## src/rtl/mem_arbiter_ctrl.sv

```systemverilog
// mem_arbiter_ctrl: sequences single-port RAM access between icache fetches and dcache
// loads/stores, one transaction at a time, with a done/recvhit completion handshake.
// dcache has priority, but icache is forced in after MAX_DSTREAK back-to-back dcache grants
// while iREN is pending.
// Optional feature: define ARB_TIMEOUT_EN to add a TIMEOUT_CYC request timeout with a
// sticky timeout_err output.
module mem_arbiter_ctrl #(
  parameter int unsigned MAX_DSTREAK = 4,
  parameter int unsigned TIMEOUT_CYC = 256
) (
  input  logic        CLK,
  input  logic        RST,
  input  logic        iREN,
  input  logic        dREN,
  input  logic        dWEN,
  input  logic [31:0] iaddr,
  input  logic [31:0] daddr,
  input  logic [31:0] dstore,
  input  logic        irecvhit,
  input  logic        drecvhit,
  input  logic [31:0] ramload,
  input  logic [1:0]  ramstate,
  output logic        iwait,
  output logic        dwait,
  output logic [31:0] iload,
  output logic [31:0] dload,
  output logic        ramREN,
  output logic        ramWEN,
  output logic [31:0] ramaddr,
  output logic [31:0] ramstore,
  output logic        iload_done,
  output logic        load_done,
  output logic        store_done
`ifdef ARB_TIMEOUT_EN
  ,
  output logic        timeout_err
`endif
);

  // ramstate_t encoding: FREE=0, BUSY=1, ACCESS=2, ERROR=3. Only ACCESS matters here.
  localparam logic [1:0] RamAccess = 2'd2;

  localparam int unsigned StreakW = (MAX_DSTREAK < 1) ? 1 : $clog2(MAX_DSTREAK + 1);
  localparam logic [StreakW-1:0] StreakMax = StreakW'(MAX_DSTREAK);

  if (TIMEOUT_CYC < 1 || TIMEOUT_CYC > 65536) begin : g_bad_timeout
    $error("TIMEOUT_CYC must be in 1..65536");
  end

  typedef enum logic [2:0] {StIdle, StIreq, StDload, StDstore, StIdone, StDdone} state_t;

  state_t               state_q;
  logic [StreakW-1:0]   dstreak_q;
  logic                 req_state;
  logic                 req_live;
  logic                 ram_access;
  logic                 abort;
  logic                 tmo_hit;

  assign ram_access = (ramstate == RamAccess);

  // Identify request states and whether the granted cache still holds its strobe.
  always_comb begin
    req_state = 1'b0;
    req_live  = 1'b0;
    unique case (state_q)
      StIreq:   begin req_state = 1'b1; req_live = iREN; end
      StDload:  begin req_state = 1'b1; req_live = dREN; end
      StDstore: begin req_state = 1'b1; req_live = dWEN; end
      default:  ;
    endcase
  end

  // ACCESS wins over a same-cycle drop or timeout.
  assign abort = req_state && !ram_access && (!req_live || tmo_hit);

  // Wait releases combinationally in the ACCESS cycle of the granted cache only.
  assign iwait = !((state_q == StIreq) && ram_access);
  assign dwait = !(((state_q == StDload) || (state_q == StDstore)) && ram_access);

  // Main sequencing FSM with registered strobes, address/data, load data and done flags.
  always_ff @(posedge CLK or posedge RST) begin
    if (RST) begin
      state_q    <= StIdle;
      dstreak_q  <= '0;
      iload      <= '0;
      dload      <= '0;
      ramREN     <= 1'b0;
      ramWEN     <= 1'b0;
      ramaddr    <= '0;
      ramstore   <= '0;
      iload_done <= 1'b0;
      load_done  <= 1'b0;
      store_done <= 1'b0;
    end else begin
      unique case (state_q)
        StIdle: begin
          if (iREN && (dstreak_q == StreakMax)) begin
            state_q   <= StIreq;
            ramREN    <= 1'b1;
            ramaddr   <= iaddr;
            dstreak_q <= '0;
          end else if (dWEN) begin
            state_q  <= StDstore;
            ramWEN   <= 1'b1;
            ramaddr  <= daddr;
            ramstore <= dstore;
            if (iREN) dstreak_q <= dstreak_q + StreakW'(1);
          end else if (dREN) begin
            state_q <= StDload;
            ramREN  <= 1'b1;
            ramaddr <= daddr;
            if (iREN) dstreak_q <= dstreak_q + StreakW'(1);
          end else if (iREN) begin
            state_q   <= StIreq;
            ramREN    <= 1'b1;
            ramaddr   <= iaddr;
            dstreak_q <= '0;
          end
        end
        StIreq: begin
          if (ram_access) begin
            iload      <= ramload;
            iload_done <= 1'b1;
            ramREN     <= 1'b0;
            state_q    <= StIdone;
          end else if (abort) begin
            ramREN  <= 1'b0;
            state_q <= StIdle;
          end
        end
        StDload: begin
          if (ram_access) begin
            dload     <= ramload;
            load_done <= 1'b1;
            ramREN    <= 1'b0;
            state_q   <= StDdone;
          end else if (abort) begin
            ramREN  <= 1'b0;
            state_q <= StIdle;
          end
        end
        StDstore: begin
          if (ram_access) begin
            store_done <= 1'b1;
            ramWEN     <= 1'b0;
            state_q    <= StDdone;
          end else if (abort) begin
            ramWEN  <= 1'b0;
            state_q <= StIdle;
          end
        end
        StIdone: begin
          if (irecvhit) begin
            iload_done <= 1'b0;
            state_q    <= StIdle;
          end
        end
        StDdone: begin
          if (drecvhit) begin
            load_done  <= 1'b0;
            store_done <= 1'b0;
            state_q    <= StIdle;
          end
        end
        default: state_q <= StIdle;
      endcase
    end
  end

`ifdef ARB_TIMEOUT_EN
  localparam logic [15:0] TmoLast = 16'(TIMEOUT_CYC - 1);

  logic [15:0] tmo_cnt_q;

  assign tmo_hit = req_state && (tmo_cnt_q == TmoLast);

  // Count cycles spent in the current request state; error flag is sticky until reset.
  always_ff @(posedge CLK or posedge RST) begin
    if (RST) begin
      tmo_cnt_q   <= '0;
      timeout_err <= 1'b0;
    end else begin
      if (req_state && !ram_access && !abort) tmo_cnt_q <= tmo_cnt_q + 16'd1;
      else                                    tmo_cnt_q <= '0;
      if (tmo_hit && !ram_access) timeout_err <= 1'b1;
    end
  end
`else
  assign tmo_hit = 1'b0;
`endif

endmodule
```

## config.mk

```make
export PLATFORM = sky130hd
export DESIGN_NAME = mem_arbiter_ctrl
export DESIGN_NICKNAME = d
export VERILOG_FILES = /design/src/rtl/mem_arbiter_ctrl.sv
export SDC_FILE = /design/constraint.sdc
export NUM_CORES = 1
export LEC_CHECK = 0
export CORE_ASPECT_RATIO = 1.2
export CORE_UTILIZATION = 44
export DETAILED_ROUTE_END_ITERATION = 6
export PLACE_DENSITY = 0.92
export SYNTH_ARGS = -nofsm -noshare
export SYNTH_HDL_FRONTEND = slang
export SYNTH_SLANG_ARGS = --single-unit
```

## constraint.sdc

```tcl
create_clock -name CLK -period 9 [get_ports CLK]
set_clock_uncertainty 0.1 [all_clocks]
set_input_delay 1.8 -clock CLK [delete_from_list [all_inputs] [get_ports CLK]]
set_output_delay 1.8 -clock CLK [all_outputs]
set_load 0.005 [all_outputs]
```

==> results.md <==
* Peak Freq at 179 MHz
* P_leak at 4.03 nW
* Total gr overflow at 0
* Slew HR at about a fifth
* Number of CTS-inserted buffers at 17
* Cells resized by post-CTS repair at 0
* Clock sink count at 139
* Pre-CTS setup slack at approximately 3400 ps
* Core ar. at 12,700 sq um
* Share of cells above drive strength 1 at 15.4%
* CP Launch Type: input pin
* Antenna violations before repair at 0
* Worst skew pair latency at 400 ps
* Area leader, netlist: dfrtp_1
* Clock Pin Slew Worst Setup and Hold Paths at about 60 ps
* Via count at 4,466
* Synth async-reset ratio at 100%
* P&R area growth vs syn at 60.2%
* CTS Hold Bufs at 0
* Die area at 13,500 sq um
* Post-synthesis sequential area ratio at 60.6%
* Net count after synthesis at 570
* Routability cong. at 0.737
* Yosys cell types at 35
* Post-DR vias/cell at 5.10
* Drt total wl at 15,400 um
* Req. time, crit path at 7100 ps
* Antenna diode count at 0
* Synth Flop Type: dfrtp_1
* Worst hold-check path type: flop to flop
* CTS tree: yes
* Root Driver: clkbuf_16
* Worst setup EP type: output pin
* Post-Syn Instances at 431
* Routed Antenna Nets at 0
* Top cells by count, synth: dfrtp_1, mux2_2, nand2_1
* Worst vdd ir at 0.000157 V
* Slew @ Worst Pin at ~1200 ps
* Crit path time final at 5580 ps
* Placement row count at 45
* H-tree Lvls at 4
* Initial drt markers at 193
* Die width at between 100 and 150 um
* Drt pass-1 iters at 4
* Vias in the first global route at between 4,000 and 5,000
* Pin count of the biggest net entering global routing at 73
* RSZ-0062 raised after global routing: false
* Worst Setup SP: ramstate[0]
* Gr usage total at 23.5%
* Chip height at 127 um
* Leading post-synthesis cells by cell area: dfrtp_1, mux2_2, mux2i_1
* Total placed instance area at 8570 sq um
* Post-CTS setup buffers at 0
* # IOs at about 270
* Worst-case clock buffer depth at 2
* #FFs+latches synth at 139
* Fin worst setup slack at 3420 ps
* Cell area power density at 336 nW/um^2
* R2r startpoint: dstreak_q[0]
* Mapped cell area at approximately 5700 sq um
* # setup viols final at 0
* IO Port Bufs at 271
* Kind of critical path: input pin to output pin
* Period utilization at 62.0%
* Number of synthesized flops with an enable pin at 0
* Initial core utilization at 45.3%
* Hold path start: ramaddr[16]
* Post-synth top area share at 60.6%
* Setup TNS at 0 ps
* Final Hold Vio Count at 0
* First-pass GRT wire length at 24,200 um
* Top-count cell post-synth: dfrtp_1
* Design area at about 9200 sq um
* Per-cell routed wire length at 17.6 um
* DPL Wire Length at 11,600 um
* Max cap viols at 0
* # DRC at 0
* Nets at 838
* Outcome: finished, final reports clean
* Worst Path Max Fanout at 33
* YS warnings at 0
* Final Max Tran Viols at 0
* Synthesized area per cell at 13.3 sq um
* Crit path DAT at 3680 ps
critical path: stages:
cell	delay [ps]
clkdlybuf4s50_1	410
nand2b_1	270
nor4_4	190
buf_4	440
inv_1	90
clkdlybuf4s50_1	450
power breakdown:
group	internal, mW	switching (mW)	total (mW)
registers	0.934	0.190	1.12
logic	0.799	0.443	1.24
clock network	0.452	0.276	0.728
total	2.18	0.908	3.09
layer usage:
layer	wire (um)	GRT usage, %	up-vias
met1	5860	26.5	2157
met5	0	0	-
li1	-	-	2047
met4	375	9.80	0
met3	1130	6.68	27
met2	8040	41.5	235
area by class of cell:
| cell class | count | area (sq um) |
|---|---|---|
| inverters | 9 | 38.8 |
| clock inverters | 13 | 180 |
| flip-flops and latches | 139 | 3480 |
| multi-input cells | 256 | 2100 |
| well taps | 164 | 205 |
| clock buffers | 19 | 443 |
| fillers | 796 | 3470 |
| repair buffers | 276 | 2750 |
layout by cell type (no fill, tap or decap), drive strengths merged:
master,count
o21ai,41
clkinv,2
clkdlybuf4s50,271
o21bai,1
a32oi,2
nor4,2
o31ai,3
bufinv,3
nor3b,1
clkinvlp,2
nand3b,1
inv,15
and2b,1
mux2i,34
ha,2
nand3,4
nor2,3
or2,1
or3,1
a21boi,1
a22oi,1
buf,5
nand2,46
nand4,1
nor3,2
a31oi,3
nor2b,3
a21oi,3
nand2b,1
o32ai,1
dfrtp,139
mux2,97
clkbuf,19
flip-flops by register name, summed over array words and instances, names as in the netlist:
| register | flops |
|---|---|
| dload | 32 |
| dstreak_q | 3 |
| iload | 32 |
| iload_done | 1 |
| load_done | 1 |
| ramREN | 1 |
| ramWEN | 1 |
| ramaddr | 32 |
| ramstore | 32 |
| state_q | 3 |
| store_done | 1 |
final timing paths:
kind / endpoint / slack (ps) / cells past startpoint
worst max-delay path: iwait / 3420 / 6
worst min-delay path: ramaddr[16] / 380 / 2
worst max register to register: ramaddr[15] / 6530 / 6
worst min register to register: ramaddr[16] / 380 / 2
max in group asynchronous: dload[6] / 5680 / 3
min in group asynchronous: ramstore[6] / 1790 / 2
through the flow:
stage | utilization [%] | cells | hold slack [ps] | power [mW]
floorplan | - | 431 | 367 | 1.58
global placement | 67.7 | 844 | 362 | 2.30
detailed placement | 67.7 | 844 | 369 | 2.38
CTS | 72.6 | 876 | 382 | 3.12
global route | 72.6 | 876 | 407 | 3.26
finish | 72.6 | 876 | 378 | 3.09
cells by family after synthesis:
| group | after synthesis | share of synthesized area [%] |
|---|---|---|
| AOI/OAI and AO/OA | 56 | 5.49 |
| adders and majority gates | 2 | 0.436 |
| buffers and inverters | 36 | 3.12 |
| DFF | 139 | 60.6 |
| muxes | 131 | 24.9 |
| and+or+nand+nor | 67 | 5.45 |
No activity file was read; power rests on OpenSTA's default activity.
